--- src/rtl/wb_pkg.sv ---
// Shared writeback types: default widths/depth and the memory-result queue entry.
package wb_pkg;

   localparam int unsigned DefAddrWidth = 5;
   localparam int unsigned DefDataWidth = 32;
   localparam int unsigned DefDepth     = 2;

   typedef struct packed {
      logic [DefAddrWidth-1:0] rd;
      logic [DefDataWidth-1:0] data;
   } wb_entry_t;

endpackage

--- src/rtl/wb_fifo.sv ---
// Memory-result queue: DEPTH entries (power of two), pointers wrap naturally.
module wb_fifo
   import wb_pkg::*;
#(
   parameter int unsigned DEPTH   = DefDepth,
   parameter type         entry_t = wb_entry_t
) (
   input  logic                         clk,
   input  logic                         rst_n,
   input  logic                         push,
   input  logic                         pop,
   input  entry_t                       wdata,
   output entry_t                       rdata,
   output logic                         full,
   output logic                         empty,
   output logic [$clog2(DEPTH+1)-1:0]   count
);

   localparam int unsigned PtrW = $clog2(DEPTH);
   localparam int unsigned CntW = $clog2(DEPTH + 1);

   entry_t          mem_q [DEPTH];
   logic [PtrW-1:0] wr_ptr_q, wr_ptr_d;
   logic [PtrW-1:0] rd_ptr_q, rd_ptr_d;
   logic [CntW-1:0] count_q, count_d;
   logic            do_push, do_pop;

   assign full    = (count_q == CntW'(DEPTH));
   assign empty   = (count_q == '0);
   assign count   = count_q;
   assign rdata   = mem_q[rd_ptr_q];
   assign do_push = push && !full;
   assign do_pop  = pop && !empty;

   always_comb begin
      wr_ptr_d = wr_ptr_q;
      rd_ptr_d = rd_ptr_q;
      count_d  = count_q;
      if (do_push) wr_ptr_d = wr_ptr_q + PtrW'(1);
      if (do_pop)  rd_ptr_d = rd_ptr_q + PtrW'(1);
      unique case ({do_push, do_pop})
         2'b10:   count_d = count_q + CntW'(1);
         2'b01:   count_d = count_q - CntW'(1);
         default: count_d = count_q;
      endcase
   end

   always_ff @(posedge clk) begin
      if (!rst_n) begin
         wr_ptr_q <= '0;
         rd_ptr_q <= '0;
         count_q  <= '0;
      end else begin
         wr_ptr_q <= wr_ptr_d;
         rd_ptr_q <= rd_ptr_d;
         count_q  <= count_d;
      end
   end

   // Storage needs no reset: count gates every read.
   always_ff @(posedge clk) begin
      if (do_push) mem_q[wr_ptr_q] <= wdata;
   end

endmodule

--- src/rtl/writeback_arbiter.sv ---
// Register-file writeback arbiter: ALU first, then queued load results, plus load scoreboard.
// Optional WB_BYPASS_EN: a load arriving to an empty queue with no ALU write goes straight out.
module writeback_arbiter
   import wb_pkg::*;
#(
   parameter int unsigned ADDRESS_WIDTH = DefAddrWidth,
   parameter int unsigned DATA_WIDTH    = DefDataWidth,
   parameter int unsigned DEPTH         = DefDepth
) (
   input  logic                          clk,
   input  logic                          rst_n,
   input  logic                          alu_valid_i,
   input  logic [ADDRESS_WIDTH-1:0]      alu_rd_i,
   input  logic [DATA_WIDTH-1:0]         alu_data_i,
   input  logic                          mem_valid_i,
   input  logic [ADDRESS_WIDTH-1:0]      mem_rd_i,
   input  logic [DATA_WIDTH-1:0]         mem_data_i,
   output logic                          mem_ready_o,
   input  logic                          issue_valid_i,
   input  logic [ADDRESS_WIDTH-1:0]      issue_rd_i,
   output logic [ADDRESS_WIDTH-1:0]      AD3_o,
   output logic                          WE3_o,
   output logic [DATA_WIDTH-1:0]         WD3_o,
   output logic [2**ADDRESS_WIDTH-1:0]   pending_o,
   output logic                          overflow_o
);

   localparam int unsigned NumRegs = 2 ** ADDRESS_WIDTH;

   typedef struct packed {
      logic [ADDRESS_WIDTH-1:0] rd;
      logic [DATA_WIDTH-1:0]    data;
   } entry_t;

   entry_t                     head, mem_entry, in_entry;
   logic                       fifo_full, fifo_empty;
   logic [$clog2(DEPTH+1)-1:0] count;
   logic                       alu_wr, mem_in_ok, bypass, push, pop, mem_wr;

   logic                     we_q, we_d;
   logic [ADDRESS_WIDTH-1:0] ad_q, ad_d;
   logic [DATA_WIDTH-1:0]    wd_q, wd_d;
   logic [NumRegs-1:0]       pending_q, pending_d;
   logic                     overflow_q, overflow_d;

   assign in_entry  = '{rd: mem_rd_i, data: mem_data_i};
   assign alu_wr    = alu_valid_i && (alu_rd_i != '0);
   assign mem_in_ok = mem_valid_i && (mem_rd_i != '0);
   assign mem_ready_o = !fifo_full;

`ifdef WB_BYPASS_EN
   assign bypass = mem_in_ok && fifo_empty && !alu_wr;
`else
   assign bypass = 1'b0;
`endif

   assign pop       = !alu_wr && !fifo_empty;
   assign push      = mem_in_ok && mem_ready_o && !bypass;
   assign mem_wr    = pop || bypass;
   assign mem_entry = pop ? head : in_entry;

   wb_fifo #(
      .DEPTH   (DEPTH),
      .entry_t (entry_t)
   ) u_fifo (
      .clk   (clk),
      .rst_n (rst_n),
      .push  (push),
      .pop   (pop),
      .wdata (in_entry),
      .rdata (head),
      .full  (fifo_full),
      .empty (fifo_empty),
      .count (count)
   );

   always_comb begin
      we_d       = 1'b0;
      ad_d       = '0;
      wd_d       = '0;
      pending_d  = pending_q;
      overflow_d = overflow_q || (mem_valid_i && !mem_ready_o);
      if (alu_wr) begin
         we_d = 1'b1;
         ad_d = alu_rd_i;
         wd_d = alu_data_i;
      end else if (mem_wr) begin
         we_d = 1'b1;
         ad_d = mem_entry.rd;
         wd_d = mem_entry.data;
         pending_d[mem_entry.rd] = 1'b0;
      end
      // Applied after retire so a same-cycle reissue keeps the bit set.
      if (issue_valid_i && (issue_rd_i != '0)) pending_d[issue_rd_i] = 1'b1;
   end

   always_ff @(posedge clk) begin
      if (!rst_n) begin
         we_q       <= 1'b0;
         ad_q       <= '0;
         wd_q       <= '0;
         pending_q  <= '0;
         overflow_q <= 1'b0;
      end else begin
         we_q       <= we_d;
         ad_q       <= ad_d;
         wd_q       <= wd_d;
         pending_q  <= pending_d;
         overflow_q <= overflow_d;
      end
   end

   assign WE3_o      = we_q;
   assign AD3_o      = ad_q;
   assign WD3_o      = wd_q;
   assign pending_o  = pending_q;
   assign overflow_o = overflow_q;

endmodule

--- config.mk ---
export PLATFORM = sky130hd
export DESIGN_NAME = writeback_arbiter
export DESIGN_NICKNAME = d
export VERILOG_FILES = /design/src/rtl/wb_pkg.sv /design/src/rtl/wb_fifo.sv /design/src/rtl/writeback_arbiter.sv
export SDC_FILE = /design/constraint.sdc
export NUM_CORES = 1
export LEC_CHECK = 0
export ABC_AREA = 1
export BUFFER_PORTS_ARGS = -buffer_cell sky130_fd_sc_hd__buf_4
export CAP_MARGIN = 10
export CORE_AREA = 2 2 110 112
export DETAILED_ROUTE_END_ITERATION = 10
export DIE_AREA = 0 0 112 114
export MAX_ROUTING_LAYER = met4
export PLACE_DENSITY = 0.8
export SYNTH_ARGS = -nofsm -noshare
export SYNTH_HDL_FRONTEND = slang
export SYNTH_SLANG_ARGS = --single-unit
--- constraint.sdc ---
create_clock -name clk -period 3.08 [get_ports clk]
set_input_delay 0.154 -clock clk [delete_from_list [all_inputs] [get_ports clk]]
set_output_delay 0.154 -clock clk [all_outputs]
set_load 0.02 [all_outputs]
* Word-level counts from Yosys, hierarchy flattened
Memories as Yosys holds them, arrays and structs flattened. A register that Yosys moved wholly into a read port is not among the register bits.
Index checks and enable logic that the tools add are counted.
** Storage, ports and cells
- Bits in writable memories :: 74
- Bits in latches :: 0
- Bits in registers :: 75
- Input port bits :: 84
- ROM bits :: 0
- Memories :: 1
- Word-level logic and storage cells :: 61
** Memory list
- u_fifo.mem_q :: words 2, width 37, read ports 1, clocked after memory_dff 1, write ports 1, RTL line wb_fifo.sv:22 : entry_t mem_q [DEPTH];
** Cells by class
- Divide/modulo/power cells :: 0
- Bitwise gates (word level) :: 3
- Shift operators :: 0
- $add $sub $neg :: 4
- Multiply operators :: 0
- Equality and inequality tests :: 3
- Magnitude comparators :: 4
- Reductions and logical operators :: 19
- Mux-type cells :: 19
** Operators with widths (count)
- 2-to-1 mux 32 bit :: 5
- 2-to-1 mux 37 bit :: 1
- bitwise AND 32 bit :: 1
- inverter 32 bit :: 1
- bitwise OR 32 bit :: 1
- nonzero test 5 bit :: 3
- < comparator 5 x 6 -> 1 bit, second input constant :: 2
- demux 1 bit (select 5 bit) :: 2
- greater-or-equal comparator 5 x 1 -> 1 bit, second input constant :: 2
- logical AND 1 bit :: 10
- 2-to-1 mux 5 bit :: 2
- 2-to-1 mux 1 bit :: 8
- equality test 2 bit, second input constant :: 2
- case mux 2 bit (2 select lines) :: 1
- logical NOT 1 bit :: 3
- adder 1 bit, second input constant :: 2
- adder 2 x 1 -> 2 bit, second input constant :: 1
- equality test 2 x 1 -> 1 bit, second input constant :: 1
- logical NOT 2 bit :: 1
- nonzero test 2 bit :: 1
- subtractor 2 x 1 -> 2 bit, second input constant :: 1
- logical OR 1 bit :: 1

* Depth between registers and ports, before layout
Gate-level depths: netlist of run 1.
- Depth after elaboration :: 15
- Gate-level depth with buffers :: 13
- Depth with buffers taken out :: 11

* Modules after synthesis
From an unflattened synthesis of run 1, not the netlist that was laid out.
** Second synthesis, totals
- Cell total of the unflattened synthesis :: 553
- Area, all modules :: 6049.6 um2
** Modules (own cells, without submodules)
- wb_fifo :: sequential area each 2322.2 um2, times used 1, area each 3071.7 um2, cells each 155
- writeback_arbiter :: sequential area each 1421.4 um2, times used 1, area each 2977.9 um2, cells each 398

* Worst setup path before layout of run 1
No wires, ideal clock.
- Path type :: register to register
- Start point :: reg u_fifo.count_q[0] (netlist: u_fifo.count[0])
- End point :: mem u_fifo.mem_q[0][0] (netlist bit), enable pin
- Library setup time :: 0.431 ns
- Cell stages (with the launch flop) :: 5
- Arrival :: 2.409 ns
- Data required time :: 2.649 ns
- Path slack :: 0.239 ns
- Cells stage by stage :: dfxtp_1 inv_2 nand2_1 o311ai_2 nor2_1
** On the way
- Word-level cells in the longest chain between the ends :: 6
** Ends and longest elaborated chain
- start, declared :: RTL line wb_fifo.sv:25 : logic [CntW-1:0] count_q, count_d;
- start signal, assigned :: RTL line wb_fifo.sv:56 : count_q <= count_d;
- equality test 2 bit * :: RTL line wb_fifo.sv:28 : assign full = (count_q == CntW'(DEPTH));
- logical NOT 1 bit * :: RTL line writeback_arbiter.sv:49 : assign mem_ready_o = !fifo_full;
- via mem_ready_o :: RTL line writeback_arbiter.sv:18 : output logic mem_ready_o,
- logical AND 1 bit :: RTL line writeback_arbiter.sv:58 : assign push = mem_in_ok && mem_ready_o && !bypass;
- logical AND 1 bit * :: RTL line wb_fifo.sv:32 : assign do_push = push && !full;
- 2-to-1 mux 1 bit * :: RTL line wb_fifo.sv:62 : if (do_push) mem_q[wr_ptr_q] <= wdata;
- 2-to-1 mux 1 bit (implied by the code) * :: RTL line wb_fifo.sv:62
- end, declared :: RTL line wb_fifo.sv:22
The timed path passes the listed nets; every way through them passes the cells marked *.

* Worst setup path in the final report of run 1
- Start point :: in alu_rd_i[4]
- End point :: reg pending_q[9] (netlist: pending_o[9])
** On the way
- Word-level cells in the longest chain between the ends :: 15
** Ends and longest elaborated chain
- start, declared :: RTL line writeback_arbiter.sv:13 : input logic [ADDRESS_WIDTH-1:0] alu_rd_i,
- nonzero test 5 bit * :: RTL line writeback_arbiter.sv:47 : assign alu_wr = alu_valid_i && (alu_rd_i != '0);
- logical AND 1 bit * :: RTL line writeback_arbiter.sv:47
- logical NOT 1 bit :: RTL line writeback_arbiter.sv:57 : assign pop = !alu_wr && !fifo_empty;
- logical AND 1 bit :: RTL line writeback_arbiter.sv:57
- 2-to-1 mux 37 bit :: RTL line writeback_arbiter.sv:60 : assign mem_entry = pop ? head : in_entry;
- < comparator 5 x 6 -> 1 bit (implied by the code) or greater-or-equal comparator 5 x 1 -> 1 bit (tied branches) :: RTL line writeback_arbiter.sv:91 : pending_d[mem_entry.rd] = 1'b0;
- logical AND 1 bit (implied by the code) :: RTL line writeback_arbiter.sv:91
- 2-to-1 mux 1 bit (implied by the code) :: RTL line writeback_arbiter.sv:91
- demux 1 bit (select 5 bit) :: RTL line writeback_arbiter.sv:91
- inverter 32 bit (no source line)
- bitwise AND 32 bit (no source line)
- 2-to-1 mux 32 bit :: RTL line writeback_arbiter.sv:87 : end else if (mem_wr) begin
- 2-to-1 mux 32 bit * :: RTL line writeback_arbiter.sv:83 : if (alu_wr) begin
- bitwise OR 32 bit (no source line)
- 2-to-1 mux 32 bit * :: RTL line writeback_arbiter.sv:94 : if (issue_valid_i && (issue_rd_i != '0)) pending_d[issue_rd_i] = 1'b1;
- end signal, assigned :: RTL line writeback_arbiter.sv:108 : pending_q <= pending_d;
- end, declared :: RTL line writeback_arbiter.sv:43 : logic [NumRegs-1:0] pending_q, pending_d;
Mark *: on every way between the ends. The rest lies on a longest branch, timed or not.
A chain may end at the register's enable or synchronous reset.

==> results.json, run 1 <==
{
  "status": "complete, no violations",
  "path_class": "in2reg",
  "worstPathRequired_ps": 3320,
  "first_global_vias": 5157,
  "leakage_nw": 3.58,
  "seq_area_frac_synth_pct": 63.9,
  "maxSlewViolCount": 0,
  "cts_htree_levels": 4,
  "top_layer": "met4",
  "grt.total_usage_pct": 25.4,
  "r2r_end": "pending_o[9]",
  "syn_inst": 618,
  "ys_top_cells_by_count": "nand2_1, dfxtp_1, a21oi_1, edfxtp_1, nand3_1",
  "cp_common_cell": "nand2_4",
  "wl_met1_mm": 6.17,
  "layout-drive-gt1-share_pct": 25.8,
  "crit_path_top_delay_cell": "dlygate4sd3_1",
  "wl_met3_um": 869,
  "dpl.cell_count": 901,
  "die_w_um": 112,
  "wl_per_cell_um": 15.7,
  "fin_skew_ps": 10.2,
  "rsz0062_at_grt": "no",
  "clkSinkCount": 150,
  "cts_tree": "yes",
  "dr.pass1.iters": 6,
  "hold_slack_ps": 17.9,
  "fp.dieH_um": 114,
  "synthArstFlopShare_pct": 0,
  "hp-class": "in2reg",
  "met2RoutedLength_mm": 8.29,
  "endpoint_kind": "flop",
  "timing.slew.headroom_pct": 18.8,
  "syn-cell-area_um2": 5850,
  "postRouteAntennaNets": 0,
  "vias_per_cell": 5.18,
  "cts.clk_slew.worst_paths_ps": 60,
  "syn-num-nets": 703,
  "cpPeakStageDelay_ps": 540,
  "power_density_nw_per_um2": 668,
  "fmax_mhz": 468,
  "yosys_warnings": 0,
  "cp-start-kind": "primary input",
  "drt_iter0_markers": 309,
  "synth-seq-cells": 150,
  "die-area_um2": 12800,
  "initial_core_util_pct": 50.0,
  "syn2layout_area_growth_pct": 44.0,
  "setup-violations-final": 0,
  "grt_pass1_wl_mm": 24.4,
  "clkLatencyLatePin_ps": 420,
  "synth.area.top_cells": "edfxtp_1, dfxtp_1, nand2_1, a21oi_1, nand3_1",
  "drc": 0,
  "io_pins": 156,
  "synth.most_common_cell": "nand2_1",
  "drt_wl_total_mm": 15.8,
  "r2r.worst_path.cells": 10,
  "grt_max_degree": 71,
  "num_vias": 5193,
  "gp_congestion": 0.849,
  "layout_min_cycle_time_ps": 2140,
  "ir_drop_mv": 0.422,
  "synth_top_area_share_pct": 38.0,
  "worstMarginPinSlew_ps": 1220,
  "synth_cell_types": 29,
  "dp_hpwl_mm": 9.50,
  "fillers": 847,
  "hold_end": "WD3_o[7]",
  "drv_cap": 0,
  "finalCritPeriodShare_pct": 69.4,
  "clockRootBuffer": "clkbuf_16",
  "std_cell_rows": 40,
  "hold_path_depth": 3,
  "crit_chain": "dlygate4sd3_1, buf_4, nor2_1, nand3_2, nand2_4, nand2_4, clkinv_2, buf_4, nand2_4, nor2_8, nand3_1, nand2_1, a21oi_1",
  "tns_ps": 0,
  "cts_buffers": 17,
  "worstPathArrival_ps": 2380,
  "synth_ff_type": "dfxtp_1",
  "syn_avg_cell_area_um2": 9.47,
  "holdCritStartpoint": "alu_data_i[7]",
  "cts_resized": 0,
  "holdBufCountCts": 69,
  "nets": 928,
  "diodes": 0,
  "instances_no_fill": 1003,
  "clockBufferDepth": 2,
  "antenna_found_initial": 0,
  "io_buffers": 155,
  "cp_max_fo": 28,
  "post_cts_buffers": 0,
  "r2r_slack_ps": 1060,
  "synth_top_area_cell": "edfxtp_1",
  "core_area_um2": 11700,
  "overflow": 0,
  "hold_violations": 0,
  "synth_edf_count": 74
}
worst max path at each step:
stage          slack (ps)             from  depth (start not counted)                 end
2_1_floorplan         240  u_fifo.count[0]                          4  u_fifo.mem_q[0][0]
3_3_place_gp         1110             flop                          9       pending_o[19]
3_5_place_dp         1070             flop                         10        pending_o[9]
4_1_cts               970      alu_rd_i[4]                         13       pending_o[29]
5_1_grt               820      alu_rd_i[3]                         13       pending_o[13]
6_report              940      alu_rd_i[4]                         13        pending_o[9]
cell usage in the layout (no fill, tap or decap), types with 4 or more instances in the layout:
| cell | Yosys | layout |
|---|---|---|
| clkbuf_16 | 0 | 18 |
| dfxtp_1 | 76 | 75 |
| nand2_1 | 258 | 258 |
| nand2_2 | 5 | 5 |
| a21oi_1 | 74 | 74 |
| dlygate4sd3_1 | 0 | 70 |
| clkinv_2 | 1 | 6 |
| o21ai_0 | 4 | 4 |
| nand3_1 | 40 | 40 |
| inv_1 | 20 | 20 |
| nor2_1 | 14 | 12 |
| inv_2 | 5 | 5 |
| edfxtp_1 | 74 | 74 |
| buf_4 | 6 | 160 |
| nor2_4 | 6 | 8 |
area by class of cell:
type | instances | area, µm² | area share [%]
clock buffers | 19 | 464 | 5.51
clock inverters | 13 | 129 | 1.53
inverters | 26 | 98.8 | 1.17
multi-input cells | 418 | 1910 | 22.6
flip-flops and latches | 150 | 3740 | 44.4
well taps | 147 | 184 | 2.18
repair buffers | 230 | 1900 | 22.6
sequential cells by signal (all words and copies together), names as in the netlist, named ones only:
name,cells
WE3_o,1
AD3_o,5
u_fifo.rd_ptr_q,1
pending_o,32
u_fifo.count,2
u_fifo.mem_q,74
u_fifo.wr_ptr_q,1
overflow_o,1
WD3_o,32
where the power goes:
part / leakage, nW / switching, mW / internal, mW
clock network: 0.287 / 0.797 / 1.25
registers: 1.31 / 0.0851 / 2.31
logic: 1.98 / 0.773 / 0.414
total: 3.58 / 1.65 / 3.98
worst max-delay path: cells and delay by family:
family,cells,cell delay [ps]
simple gates,8,950
buf+inv,4,1200
compound gates,1,50
metal layers:
layer  up-vias  global-route usage (%)
met5         -                       -
met4         0                    12.7
met3        42                    5.74
met2       209                    44.4
met1      2452                    27.4
li1       2490                       -
logic make-up (layout without fill, tap and decap cells):
logic type      count (synthesis)  count (layout)  synth area share [%]
simple gates                  334             334                  24.4
flops                         150             150                  63.9
compound gates                 83              83                  7.65
buf+inv                        50             288                  3.76
fa+ha+maj                       1               1                 0.214
per-stage QoR:
step | total power [mW] | utilization, % | setup slack, ps | instance area (µm²)
2_1_floorplan | 3.15 | - | 239 | 5850
3_3_place_gp | 3.49 | 60.9 | 1110 | 7130
3_5_place_dp | 3.52 | 60.9 | 1070 | 7130
4_1_cts | 5.64 | 71.9 | 967 | 8420
5_1_grt | 5.87 | 72.0 | 817 | 8430
6_report | 5.63 | 72.0 | 941 | 8430
No activity file was read; power rests on OpenSTA's default activity.
==> inputs of run 2 (changes only) <==
--- a/config.mk
+++ b/config.mk
@@ -5,14 +5,14 @@
 export SDC_FILE = /design/constraint.sdc
 export NUM_CORES = 1
 export LEC_CHECK = 0
-export ABC_AREA = 1
+export ABC_AREA = 0
 export BUFFER_PORTS_ARGS = -buffer_cell sky130_fd_sc_hd__buf_4
 export CAP_MARGIN = 10
-export CORE_AREA = 2 2 110 112
+export CORE_AREA = 2 2 115 117
 export DETAILED_ROUTE_END_ITERATION = 10
-export DIE_AREA = 0 0 112 114
+export DIE_AREA = 0 0 117 119
 export MAX_ROUTING_LAYER = met4
-export PLACE_DENSITY = 0.8
+export PLACE_DENSITY = 0.77
 export SYNTH_ARGS = -nofsm -noshare
 export SYNTH_HDL_FRONTEND = slang
 export SYNTH_SLANG_ARGS = --single-unit
==> constraint.sdc (replaced) <==
create_clock -name clk -period 1.9 [get_ports clk]
set_input_delay 0.095 -clock clk [delete_from_list [all_inputs] [get_ports clk]]
set_output_delay 0.095 -clock clk [all_outputs]
set_load 0.02 [all_outputs]
==> run 2 against run 1 <==
Against the previous run: core utilization fell by 4.5 points; via count decreased by 3.3%; routed wire length is 4.5% higher; final cell count shrank 6.2%; combinational power grew 120%; clock skew down 0.99 ps; worst hold slack gained 3.5 ps; critical path type is now reg2reg; power up 75%; register-to-register slack worse by 840 ps.
==> results.json, run 2 <==
{
  "initial_core_util_pct": 45.4,
  "setup-violations-final": 0,
  "cp_max_fo": 17,
  "endpoint_kind": "flop",
  "core_area_um2": 12900,
  "met3_usage_pct": 6.01,
  "busiest_layer": "met2",
  "io_buffers": 155,
  "synth_ff_type": "dfxtp_1",
  "largest_reg_flops": 74,
  "syn_avg_cell_area_um2": 11.6,
  "grt_util_met1_pct": 28.3,
  "io_pins": 156,
  "gp_congestion": 0.824,
  "yosys-mux-area-fraction_pct": 6.69,
  "status": "complete, no violations",
  "synth-seq-cells": 150,
  "ys_top_cells_by_count": "dfxtp_1, edfxtp_1, nand2_1",
  "power_density_nw_per_um2": 1130,
  "timing.slew.headroom_pct": 55.3,
  "yosys.area_share.simple_pct": 13.0,
  "wl_per_cell_um": 17.5,
  "synth_top_family_by_area": "compound AO/OA/AOI/OAI gates",
  "grt.total_usage_pct": 24.4,
  "cts_buffers": 17,
  "vias_per_cell": 5.34,
  "worstPathArrival_ps": 2010,
  "drv_cap": 0,
  "rsz0062_at_grt": "no",
  "clockRootBuffer": "clkbuf_16",
  "num_vias": 5023,
  "post_cts_buffers": 0,
  "seq_area_frac_synth_pct": 64.0,
  "finalCritPeriodShare_pct": 88.6,
  "r2r_end": "pending_o[20]",
  "dr.pass1.iters": 5,
  "hold_violations": 0,
  "layout_common_cells": "buf_4, dlygate4sd3_1, dfxtp_1, edfxtp_1, nand2_1",
  "fp.dieH_um": 119,
  "final_common_cell": "buf_4",
  "clockBufferDepth": 2,
  "top_register": "u_fifo.mem_q",
  "synth_fa_ha_area_share_pct": 0.214,
  "yosys_warnings": 0,
  "holdCritStartpoint": "rst_n",
  "r2r_slack_ps": 220,
  "worstMarginPinSlew_ps": 671,
  "synth_top_area_share_pct": 38.0,
  "cts_tree": "yes",
  "path_class": "reg2reg",
  "antenna_found_initial": 0,
  "synth.area.top_cells": "edfxtp_1, dfxtp_1, mux2_2, a21oi_1, nand2_1",
  "met2_usage_pct": 41.0,
  "syn_inst": 506,
  "clkSinkCount": 150,
  "cts_htree_levels": 4,
  "postRouteAntennaNets": 0,
  "cts.clk_slew.worst_paths_ps": 60,
  "fillers": 936,
  "synth_cell_types": 48,
  "r2r.worst_path.cells": 4,
  "fin_skew_ps": 9.23,
  "drt_wl_total_mm": 16.5,
  "grt_max_degree": 38,
  "dp_hpwl_mm": 10.4,
  "first_global_vias": 5043,
  "seq_area_um2": 3750,
  "hp-class": "in2reg",
  "nets": 837,
  "ir_drop_mv": 0.800,
  "synth_top_area_cell": "edfxtp_1",
  "cp-start-kind": "flop",
  "die-area_um2": 13900,
  "hold_path_depth": 3,
  "synthArstFlopShare_pct": 0,
  "fmax_mhz": 594,
  "syn2layout_area_growth_pct": 48.5,
  "synth_compound_area_share_pct": 13.0,
  "fin_ws_ps": 217,
  "synth.most_common_cell": "dfxtp_1",
  "drt_iter0_markers": 403,
  "leakage_nw": 3.37,
  "synthXorXnorAreaFrac_pct": 0.449,
  "die_w_um": 117,
  "overflow": 0,
  "grt_pass1_wl_mm": 25.2,
  "layout-drive-gt1-share_pct": 33.7,
  "pre_cts_ws_ps": -83.2,
  "clkLatencyLatePin_ps": 420,
  "drc": 0,
  "maxSlewViolCount": 0,
  "syn-num-nets": 591,
  "diodes": 0,
  "std_cell_rows": 42,
  "multi_input_area_um2": 2010,
  "syn-cell-area_um2": 5850,
  "synth_edf_count": 74,
  "layout_min_cycle_time_ps": 1680,
  "final_util_pct": 67.5,
  "worstPathRequired_ps": 2220,
  "hold_end": "pending_o[0]"
}
==> run 2: changes by cell type after synthesis, sizes merged, moves of 8 or more <==
cell    change
a21oi      -12
a311oi     +21
mux2       +33
nand3       -8
inv        -18
nand2     -193
==> run 2: final cells by class <==
cell class / instances / share of cell area [%]
Inverter: 7 / 0.302
Clock buffer: 23 / 5.27
Sequential cell: 150 / 43.1
Multi-Input combinational cell: 320 / 23.1
Timing Repair Buffer: 256 / 24.5
Tap cell: 176 / 2.53
Clock inverter: 9 / 1.22
==> run 2: metrics by stage <==
step,std cells,power (mW),hold WS [ps],TNS [ps],area (µm²)
after CTS,940,9.81,6.72,-3250,8680
after global routing,941,10.2,38.8,0,8690
final,941,9.84,21.5,0,8690
after floorplan,506,5.54,194,-553,5880
after detailed placement,830,6.50,283,-5340,7330
after global placement,830,6.44,281,-843,7330
==> run 2: report_power, final <==
group	internal, mW	leakage (nW)	switching [mW]	total [mW]
registers	3.89	1.31	0.187	4.08
clock network	1.96	0.269	1.23	3.19
logic	1.11	1.79	1.45	2.56
==> run 2: what timing repair did <==
action | CTS | global route
hold endpoints to repair | 112 | 0
gates cloned | 0 | 2
endpoints found under the setup margin | 74 | 75
pin swaps | 1 | 2
resized for setup | 2 | 2
hold buffers | 78 | 0
==> run 2: kinds of logic (layout without fill, tap and decap cells) <==
logic type	Yosys count	count (layout)
AOI/OAI and AO/OA	119	119
xor gates and xnor gates	3	3
adders and majority gates	1	1
buffers and inverters	38	295
DFF	150	150
muxes	35	35
and+or+nand+nor	160	162
==> run 2: worst max-delay path by stage <==
stage | start | to | slack [ps] | cells past startpoint
after floorplan | alu_rd_i[3] | u_fifo.count[1] | -80 | 9
after global placement | u_fifo.count[0] | u_fifo.mem_q[0][6] | -30 | 4
after detailed placement | alu_rd_i[3] | pending_o[13] | -80 | 6
after CTS | u_fifo.count[0] | u_fifo.mem_q[1][15] | -50 | 4
after global routing | flop | pending_o[9] | 70 | 3
final | flop | pending_o[20] | 220 | 4
==> run 2: layer usage <==
metal	vias to the layer above	part of all wire, %	wire (µm)
met4	0	1.5	248
met5	-	0	0
met1	2431	40	6640
met2	207	52	8520
li1	2364	-	-
met3	21	6.7	1110
==> run 2: worst max-delay path, cell delays in order (launching register included) <==
cell	delay, ps
dfxtp_2	400
nor2b_1	180
a22oi_1	560
nor3_2	150
a311oi_1	290
